==> config.mk <==
export PLATFORM = sky130hd
export DESIGN_NAME = dwa_element_selector
export DESIGN_NICKNAME = d
export VERILOG_FILES = /design/src/rtl/dem_pkg.sv /design/src/rtl/rotating_thermometer.sv /design/src/rtl/dwa_element_selector.sv
export SDC_FILE = /design/constraint.sdc
export NUM_CORES = 1
export LEC_CHECK = 0
export CORE_AREA = 2 2 39 41
export DETAILED_ROUTE_END_ITERATION = 6
export DIE_AREA = 0 0 41 43
export HOLD_SLACK_MARGIN = 0.08
export PLACE_DENSITY_LB_ADDON = 0.1
export SLEW_MARGIN = 40
export SYNTH_ARGS = -nofsm -noshare
export SYNTH_HDL_FRONTEND = slang
export SYNTH_SLANG_ARGS = --single-unit
==> constraint.sdc <==
create_clock -name clk_i -period 1.1 [get_ports clk_i]
set_clock_uncertainty 0.1 [all_clocks]
set_input_delay 0.22 -clock clk_i [delete_from_list [all_inputs] [get_ports clk_i]]
set_output_delay 0.22 -clock clk_i [all_outputs]
set_load 0.02 [all_outputs]
==> src/rtl/dem_pkg.sv <==
`default_nettype none
// +----------------------------------------------------------------------+
// | dem_pkg : shared widths, element-count helper and typedefs for DEM   |
// | Rev 1.0                                                              |
// +----------------------------------------------------------------------+
package dem_pkg;

  localparam int DEM_CODE_WIDTH = 3;

  function automatic int dem_num_elements(input int code_width);
    return (1 << code_width) - 1;
  endfunction

  localparam int DEM_PTR_WIDTH = $clog2(dem_num_elements(DEM_CODE_WIDTH));

  typedef logic [DEM_CODE_WIDTH-1:0] dem_code_t;
  typedef logic [DEM_PTR_WIDTH-1:0]  dem_ptr_t;

endpackage
`default_nettype wire

==> src/rtl/rotating_thermometer.sv <==
`default_nettype none
// +----------------------------------------------------------------------+
// | rotating_thermometer : k-ones thermometer rotated left by the pointer|
// | plus the wrapped next pointer (combinational). Rev 1.0               |
// +----------------------------------------------------------------------+
module rotating_thermometer
  import dem_pkg::*;
#(
  parameter int CODE_WIDTH   = DEM_CODE_WIDTH,
  parameter int NUM_ELEMENTS = dem_num_elements(CODE_WIDTH),
  parameter int PTR_WIDTH    = $clog2(NUM_ELEMENTS)
) (
  input  logic [CODE_WIDTH-1:0]   i_code,
  input  logic [PTR_WIDTH-1:0]    i_ptr,
  output logic [NUM_ELEMENTS-1:0] o_mask,
  output logic [PTR_WIDTH-1:0]    o_next_ptr
);

  localparam int SW = PTR_WIDTH + 1;

  logic [SW-1:0]           w_k;
  logic [SW-1:0]           w_sum;
  logic [NUM_ELEMENTS-1:0] w_therm;

  // Codes above the element count only occur with an overridden NUM_ELEMENTS.
  always_comb begin
    if (int'(i_code) > NUM_ELEMENTS) w_k = SW'(NUM_ELEMENTS);
    else                             w_k = SW'(i_code);
  end

  always_comb begin
    w_therm = '0;
    for (int i = 0; i < NUM_ELEMENTS; i++) begin
      w_therm[i] = (i < int'(w_k));
    end
  end

  assign o_mask = (w_therm << i_ptr) | (w_therm >> (NUM_ELEMENTS - int'(i_ptr)));

  // ptr + k never exceeds 2*NUM_ELEMENTS-1, so a single conditional subtract wraps it.
  assign w_sum = {1'b0, i_ptr} + w_k;

  always_comb begin
    if (int'(w_sum) >= NUM_ELEMENTS) o_next_ptr = PTR_WIDTH'(w_sum - SW'(NUM_ELEMENTS));
    else                             o_next_ptr = PTR_WIDTH'(w_sum);
  end

endmodule
`default_nettype wire

==> src/rtl/dwa_element_selector.sv <==
`default_nettype none
// +----------------------------------------------------------------------+
// | dwa_element_selector : DWA unit-element selector for the multi-bit   |
// | DAC. DEM_DWA_ROTATE_EN enables rotation, else plain thermometer.     |
// | Rev 1.0                                                              |
// +----------------------------------------------------------------------+
module dwa_element_selector
  import dem_pkg::*;
#(
  parameter int CODE_WIDTH   = DEM_CODE_WIDTH,
  parameter int NUM_ELEMENTS = dem_num_elements(CODE_WIDTH),
  parameter int PTR_WIDTH    = $clog2(NUM_ELEMENTS)
) (
  input  logic                    clk_i,
  input  logic                    rst_i,
  input  logic [CODE_WIDTH-1:0]   code_i,
  input  logic                    code_valid_i,
  output logic [NUM_ELEMENTS-1:0] elem_sel_o,
  output logic                    elem_valid_o,
  output logic [PTR_WIDTH-1:0]    ptr_o
);

  logic [PTR_WIDTH-1:0]    r_ptr;
  logic [NUM_ELEMENTS-1:0] r_sel;
  logic                    r_valid;

  logic [PTR_WIDTH-1:0]    w_ptr_in;
  logic [PTR_WIDTH-1:0]    w_ptr_nxt;
  logic [PTR_WIDTH-1:0]    w_rot_next;
  logic [NUM_ELEMENTS-1:0] w_mask;

  rotating_thermometer #(
    .CODE_WIDTH   (CODE_WIDTH),
    .NUM_ELEMENTS (NUM_ELEMENTS),
    .PTR_WIDTH    (PTR_WIDTH)
  ) u_rot (
    .i_code     (code_i),
    .i_ptr      (w_ptr_in),
    .o_mask     (w_mask),
    .o_next_ptr (w_rot_next)
  );

`ifdef DEM_DWA_ROTATE_EN
  assign w_ptr_in  = r_ptr;
  assign w_ptr_nxt = w_rot_next;
`else
  // Pointer pinned at zero turns the rotator into a plain thermometer encoder.
  logic [PTR_WIDTH-1:0] w_unused_next;
  assign w_unused_next = w_rot_next;
  assign w_ptr_in      = '0;
  assign w_ptr_nxt     = '0;
`endif

  always_ff @(posedge clk_i) begin
    if (rst_i) begin
      r_ptr   <= '0;
      r_sel   <= '0;
      r_valid <= 1'b0;
    end else if (code_valid_i) begin
      r_ptr   <= w_ptr_nxt;
      r_sel   <= w_mask;
      r_valid <= 1'b1;
    end else begin
      r_valid <= 1'b0;
    end
  end

  assign elem_sel_o   = r_sel;
  assign elem_valid_o = r_valid;
  assign ptr_o        = r_ptr;

endmodule
`default_nettype wire
==> metrics <==
Final Power roughly 0.67 mW; Final Hold Viols 0; Mapped Cells 35; hold_sp code_i[1]; DRC viols 0; minimum clock period approximately 1.1 ns; RSZ-0062 raised after global routing false; First-pass DRT Iterations 3; fin crit share 96.4%; highest-delay cell along the critical path dfxtp_1; pwr/cell area 1350 nW/µm²; worst hold slack 0.262 ns; first-pass GRT wire length between 900 and 1000 µm; multiplexer share of the synthesized area ~3%; H-Tree Depth 1; DRT iter0 DRCs 4; Buf+Inv Stages, Crit Path 1; Synth area leaders dfxtp_1, a211oi_1, buf_4, a21oi_1, nand2b_1; Seq. cell area 160 µm²; Root Buffer clkbuf_4; crit path max fanout 2; post-route ant nets 0; HP Class input port to flip-flop; ANT cells 0; Max Cap Viol 0; fraction of the mapped netlist area in adder cells 0%; Max Buffers Root-to-Sink 2; placed cell area roughly 500 µm²; via count 295; WP data required between 0.7 and 0.8 ns; largest family of logic cells by synthesized area simple AND/OR/NAND/NOR gates; max-slew violations 0; Final Util around 36%; Synth Area in Compound Gates ~15%; register bit total from synthesis 8; CTS tree done; Yosys cell types 16; Clk pin slew, worst setup/hold paths roughly 0.06 ns; CP startpoint elem_sel_o[4]; DIE WIDTH between 40 and 50 µm; Nets 63; die height 43 µm; Max VDD drop roughly 0.51 mV; PortBufs 13; XOR/XNOR Fraction of Synth Area 0%; per-cell routed wire length around 9.6 µm; Yosys top cell area share between 40% and 50%; initial core utilization 23.6%; YS warnings 0; startpoint types flip-flop; status complete, no violations; final instance area roughly 500 µm²; critical path's largest stage delay approximately 0.32 ns; register area share after synthesis approximately half; Die ar. about 1800 µm²; Leak between 0.2 and 0.25 nW; Max Fclk ~0.94 GHz; Final setup viols 0; Worst-Skew Late Latency 0.25 ns; largest net degree at the start of global routing 13; post-synth top area cell dfxtp_1; Post-DP HPWL ~460 µm; number of cell rows 14; Post-Route WL between 600 and 700 µm; CP delay by family, top flip-flops; multi-input logic area 141 µm²; area of the mapped netlist approximately 330 µm²; CTS Buf Count 3; cells along the critical path buf_2; kind of critical path flip-flop to output pin; simple-gate portion of the synthesized area 19.9%; GPL Wtd Cong 0.730; All-Layer GR Usage under 10%; Worst setup EP type output pin; clock sinks 8; Fillers around 160; io pins 17; Reg2Reg Launch Point elem_sel_o[0]; vias per cell ~4.2; grt ovf 0; vias in the first global route 238; initial antenna violation count 0; Core Region between 1000 and 1500 µm²; WP data arrival 0.74 ns; Area Overhead vs Synth 52.5%; syn avg cell area between 9 and 10 µm²; proportion of layout cells with a drive suffix above 1 38.2%
state kept, by name, summed over array words and instances (netlist names):
signal / count
elem_sel_o: 7
elem_valid_o: 1
metrics by stage:
step | worst slack, ns | setup TNS [ns] | instances
global route | 0.00845 | 0 | 71
floorplan | 0.264 | 0 | 37
finish | 0.0398 | 0 | 71
detailed placement | -0.244 | -2.49 | 67
CTS | 0.00854 | 0 | 70
global placement | -0.240 | -2.43 | 67
cells in the mapped netlist:
master    instances
mux2i_1           1
o211ai_1          1
nand2b_1          3
clkbuf_1          1
buf_4             3
nand3_1           1
conb_1            1
nor2_1            3
buf_6             1
a211oi_1          3
a21oi_1           4
nand4_1           1
nor2_2            2
nor3_1            1
dfxtp_1           8
nor2b_1           1
layer usage:
layer / vias up / track usage (%) / share of wire (%)
met3: 2 / 3.14 / 11
li1: 157 / - / -
met2: 11 / 9.06 / 40
met4: 0 / 8.00 / 1.2
met1: 125 / 12.4 / 48
met5: - / 0 / 0
cell type report:
cell class | instances | area share (%)
flip-flops and latches | 8 | 32.2
repair buffers | 20 | 30.9
multi-input cells | 24 | 28.4
clock buffers | 3 | 4.52
well taps | 16 | 4.02
tightest hold or removal path, stage by stage:
cell and delay (ns):
dlymetal6s2s_1 0.18, nand3_1 0.11, a21oi_1 0.05
worst paths after layout:
| path | to | slack (ns) | cells past startpoint |
|---|---|---|---|
| worst min-delay path | elem_sel_o[5] | 0.26 | 3 |
| worst min register to register | elem_sel_o[5] | 0.38 | 2 |
| worst max-delay path | elem_sel_o[4] | 0.04 | 1 |
| worst max register to register | elem_sel_o[0] | 0.25 | 3 |
what timing repair did:
item,4_1_cts,5_1_grt
buffers inserted,0,0
gates cloned,0,1
gates resized for setup,32,6
hold buffers,0,0
setup endpoints to repair,8,5
cell usage in the layout, fill, tap and decap left out:
cell,instances
a211oi_1,2
a211oi_2,1
a21oi_1,4
buf_2,8
buf_4,6
buf_6,1
clkbuf_4,3
clkdlybuf4s50_1,2
conb_1,3
dfxtp_1,8
dlymetal6s2s_1,3
mux2i_1,1
nand2b_1,3
nand3_1,1
nand4_1,1
nor2_1,3
nor2_2,2
nor2b_1,1
nor3_1,1
o211ai_1,1
cells by family after synthesis:
kind of cell           count (synthesis)
DFF                                    8
buffers and inverters                  5
muxes                                  1
and+or+nand+nor                       12
other                                  1
AOI/OAI and AO/OA                      8
report_power, final:
| part | total, mW | leakage, nW | switching, mW | internal (mW) |
|---|---|---|---|---|
| Clock | 0.228 | 0.0138 | 0.103 | 0.125 |
| Combinational | 0.130 | 0.167 | 0.0704 | 0.0593 |
| Sequential | 0.313 | 0.0661 | 0.00645 | 0.307 |
| Total | 0.671 | 0.247 | 0.180 | 0.491 |
No activity file was read; power rests on OpenSTA's default activity.
